==> config.mk <==
export PLATFORM = sky130hd
export DESIGN_NAME = atomic_counter
export DESIGN_NICKNAME = d
export VERILOG_FILES = /design/src/rtl/atomic_counter_pkg.sv /design/src/rtl/atomic_counter.sv
export SDC_FILE = /design/constraint.sdc
export NUM_CORES = 1
export LEC_CHECK = 0
export ABC_AREA = 0
export BUFFER_PORTS_ARGS = -buffer_cell sky130_fd_sc_hd__buf_2
export CORE_ASPECT_RATIO = 1.4
export CORE_MARGIN = 5
export CORE_UTILIZATION = 32
export DETAILED_ROUTE_END_ITERATION = 12
export GPL_TIMING_DRIVEN = 1
export PLACE_DENSITY_LB_ADDON = 0.3
export SETUP_SLACK_MARGIN = 0.5
export SLEW_MARGIN = 20
export SYNTH_ARGS = -nofsm -noshare
export SYNTH_HDL_FRONTEND = slang
export SYNTH_SLANG_ARGS = --single-unit
==> constraint.sdc <==
create_clock -name clk -period 4.3 [get_ports clk]
set_clock_uncertainty 0.05 [all_clocks]
set_input_delay 0.215 -clock clk [delete_from_list [all_inputs] [get_ports clk]]
set_output_delay 0.215 -clock clk [all_outputs]
set_load 0.03 [all_outputs]
==> src/rtl/atomic_counter_pkg.sv <==
// Shared definitions for the atomic 64-bit statistics counter.
//   CNT_W : width of the free-running event counter
//   BUS_W : width of one read beat on the host bus
//   cnt_t : full counter value
//   bus_t : one bus word
package atomic_counter_pkg;

    localparam int unsigned CNT_W = 64;
    localparam int unsigned BUS_W = 32;

    typedef logic [CNT_W-1:0] cnt_t;
    typedef logic [BUS_W-1:0] bus_t;

endpackage

==> src/rtl/atomic_counter.sv <==
// Free-running 64-bit event counter read over a 32-bit bus in two beats.
// An atomic beat returns the low word and snapshots the high word into a shadow
// register in the same cycle; the following upper beat returns the shadow, so the
// host always sees a coherent 64-bit value while counting continues.
//
// Ports:
//   clk      : rising-edge clock
//   rst      : asynchronous reset, active low
//   trig_i   : count enable, +1 per cycle while high
//   req_i    : read request, one beat per cycle while high
//   atomic_i : 1 = low word + high-word snapshot, 0 = read shadow
//   ack_o    : registered acknowledge, count_o valid while high
//   count_o  : read data
module atomic_counter #(
    parameter int unsigned CNT_W = atomic_counter_pkg::CNT_W,
    parameter int unsigned BUS_W = atomic_counter_pkg::BUS_W
) (
    input  logic             clk,
    input  logic             rst,
    input  logic             trig_i,
    input  logic             req_i,
    input  logic             atomic_i,
    output logic             ack_o,
    output logic [BUS_W-1:0] count_o
);

    if (CNT_W != 2 * BUS_W) begin : g_bad_width
        $error("atomic_counter: CNT_W must equal 2*BUS_W");
    end

    logic [CNT_W-1:0] cnt_q;
    logic [BUS_W-1:0] shadow_q;
    logic [BUS_W-1:0] rd_data;
    logic             ack_q;
    logic [BUS_W-1:0] count_q;

    // Counter wraps naturally modulo 2^CNT_W; reads never stall it.
    always_ff @(posedge clk or negedge rst) begin
        if (!rst) begin
            cnt_q <= '0;
        end else if (trig_i) begin
            cnt_q <= cnt_q + CNT_W'(1);
        end
    end

    // Snapshot uses the pre-increment value, matching the low word returned
    // in the same cycle.
    always_ff @(posedge clk or negedge rst) begin
        if (!rst) begin
            shadow_q <= '0;
        end else if (req_i && atomic_i) begin
            shadow_q <= cnt_q[CNT_W-1:BUS_W];
        end
    end

    always_comb begin
        rd_data = shadow_q;
        if (atomic_i) begin
            rd_data = cnt_q[BUS_W-1:0];
        end
    end

    // Data holds its last value between requests; ack tracks req one cycle late.
    always_ff @(posedge clk or negedge rst) begin
        if (!rst) begin
            ack_q   <= 1'b0;
            count_q <= '0;
        end else begin
            ack_q <= req_i;
            if (req_i) begin
                count_q <= rd_data;
            end
        end
    end

    assign ack_o   = ack_q;
    assign count_o = count_q;

endmodule

==> flow_metrics.tcl <==
set metrics [dict create \
    clk_pin_slew_ps 60 \
    core_area_mm2 0.0173 \
    postCtsSetupBuffers 0 \
    critPathLaunchType "register" \
    place_area_mm2 0.00602 \
    gp_congestion 0.791 \
    crit_type "register to register" \
    fp.dieH_um 166 \
    reg2reg_to "cnt_q[59]$_DFFE_PN0P_" \
    viasPerCell 4.62 \
    reg2reg_depth 5 \
    fp-row-count 57 \
    antenna_found_initial 0 \
    utilization_pct 38.4 \
    worst_setup_path_end_kind "register" \
    min_to "cnt_q[0]$_DFFE_PN0P_" \
    syn2layout_area_growth_pct 18.9 \
    wl_per_cell_um 15.3 \
    num_vias 3518 \
    clockBufferDepth 2 \
    final_common_cell "dfrtp_1" \
    cp_max_fo 11 \
    htreeDepth 4 \
    ioPinCount 38 \
    synth_nets 474 \
    hold_viol_final 0 \
    min_path_cells 2 \
    cap_violations 0 \
    grt_pass1_wl_um 19600 \
    firstDrtPassIters 4 \
    synth.distinct_cells 27 \
    yosys.area.top_type "dfrtp_1" \
    worstReg2RegStart "cnt_q[34]$_DFFE_PN0P_" \
    cts_root_buffer "clkbuf_16" \
    clkLatencyLatePin_ps 410 \
    fill_cells 1729 \
    rrSetupSlack_ps 1880 \
    grt_overflow_total 0 \
    cts_resized 0 \
    initial_core_util_pct 32.3 \
    synth_top_area_share_pct 57.9 \
    slew_headroom_pct 46.5 \
    tightest_slew_ps 796 \
    most-common-layout-cells "129 x dfrtp_1, 49 x nor2_1, 37 x xnor2_1" \
    status "complete, no violations" \
    drcViolationCount 0 \
    ant_nets 0 \
    post-route-cell-area_mm2 0.00663 \
    routed_wirelength_um 11700 \
    nets 518 \
    numCtsBuffers 17 \
    setup_tns_ps 0 \
    die_area_mm2 0.0202 \
    ys_seq_area_share_pct 57.9 \
    yosysWarnings 0 \
    setup_violations 0 \
    synth.area.top_cells "dfrtp_1 58%, mux2_2 6.7%, xnor2_1 5.8%" \
    min_period_ps 2420 \
    syn_inst 468 \
    p_leak_nw 3.23 \
    slew_viol_final 0 \
    ys_ff_latch 129 \
    cts_tree "built" \
    syn_area_mm2 0.00558 \
    io_buffers 37 \
    antenna_cells 0 \
    drt-initial-drc-count 181 \
    worst_hold_slack_ps 35.1 \
    grt_use_total_pct 12.4 \
    required_ps 4540 \
    grt_max_degree 66 \
    critPathArrivalTime_ps 2660 \
    first_global_vias 3807 \
    min_path_type "primary input to register" \
    powerDensity_mw_per_mm2 458 \
    fin_crit_sh_pct 56.2 \
    place_hpwl_um 7810 \
    dieWidth_um 122 \
    hold_start "trig_i" \
    final_layout_size_suffix_gt1_share_pct 21.5 \
    syn_avg_cell_area_um2 11.9 \
    ir_worst_vdd_v 0.000259 \
    rsz0062_at_grt "false" \
    clock_sinks 129 \
    max_freq_ghz 0.414 \
]
[synthesized netlist by cell type]
master,count
xnor2_1,37
nor3_2,3
nand2_1,26
and3_1,16
and4_1,7
inv_1,3
a21oi_1,32
nor4_1,3
clkbuf_1,9
or3_4,1
or4_4,1
mux2i_1,32
nand4_2,2
nand3_1,22
nor4b_4,1
buf_1,8
nand4_1,17
xor2_1,26
nor3_1,5
nor4_4,1
nor2_1,49
and2_1,2
buf_6,1
dfrtp_1,129
ha_1,1
mux2_2,33
or3_1,1
[per-stage QoR]
| stage | cells | power, mW | setup slack, ps |
|---|---|---|---|
| after floorplan | 468 | 1.51 | 2410 |
| after global placement | 728 | 1.60 | 1870 |
| after detailed placement | 728 | 1.61 | 1890 |
| after CTS | 761 | 3.08 | 1880 |
| after global routing | 761 | 3.16 | 1720 |
| final | 761 | 3.04 | 1880 |
[area by class of cell]
cell class	instances	area, um^2	share of cell area [%]
Clock buffer	22	464	7.00
Multi-Input combinational cell	318	2260	34.1
Sequential cell	129	3230	48.7
Clock inverter	10	134	2.02
Inverter	3	11.3	0.170
Tap cell	236	295	4.45
Timing Repair Buffer	43	235	3.55
[worst max-delay path by stage]
stage	start	to	slack, ps	cells after the start
2_1_floorplan	cnt_q[34]$_DFFE_PN0P_	cnt_q[55]$_DFFE_PN0P_	2410	7
4_1_cts	cnt_q[34]$_DFFE_PN0P_	cnt_q[59]$_DFFE_PN0P_	1880	5
6_report	cnt_q[34]$_DFFE_PN0P_	cnt_q[59]$_DFFE_PN0P_	1880	5
3_5_place_dp	cnt_q[34]$_DFFE_PN0P_	cnt_q[59]$_DFFE_PN0P_	1890	5
5_1_grt	cnt_q[0]$_DFFE_PN0P_	cnt_q[48]$_DFFE_PN0P_	1720	6
3_3_place_gp	cnt_q[34]$_DFFE_PN0P_	cnt_q[59]$_DFFE_PN0P_	1870	5
[logic make-up after synthesis]
group           after synthesis  share of synthesized area, %
compound gates               32                          2.87
xor+xnor                     63                          9.90
fa+ha+maj                     1                         0.224
buf+inv                      21                          1.55
flops                       129                          57.9
mux                          65                          12.4
simple gates                157                          15.1
[sequential cells by signal (all words and copies together), names as in the netlist]
| signal | flops |
|---|---|
| count_o | 32 |
| cnt_q | 64 |
| ack_o | 1 |
| shadow_q | 32 |
[worst max-delay path, stage by stage, from the launching register on]
cell,delay [ps]
dfrtp_1,440
and4_1,350
nand4_2,320
nor4_4,760
nand4_1,210
xnor2_1,170
[what timing repair did]
item | in CTS | in global routing
hold buffers | 1 | 0
setup endpoints to repair | 0 | 0
endpoints found under the hold margin | 45 | 0
[metal layers]
metal / GRT usage, % / wire length [um] / vias to the layer above
met4: 5.27 / 190 / 0
met3: 2.96 / 218 / 12
met2: 21.3 / 6210 / 34
met5: 0 / 0 / -
met1: 14.6 / 5060 / 1755
li1: - / - / 1717
[power breakdown]
group / total, mW / internal [mW] / switching [mW]
registers: 1.33 / 1.28 / 0.0558
clock network: 1.45 / 0.939 / 0.512
logic: 0.253 / 0.0874 / 0.165
total: 3.04 / 2.30 / 0.733
(Power assumes the default switching activity.)
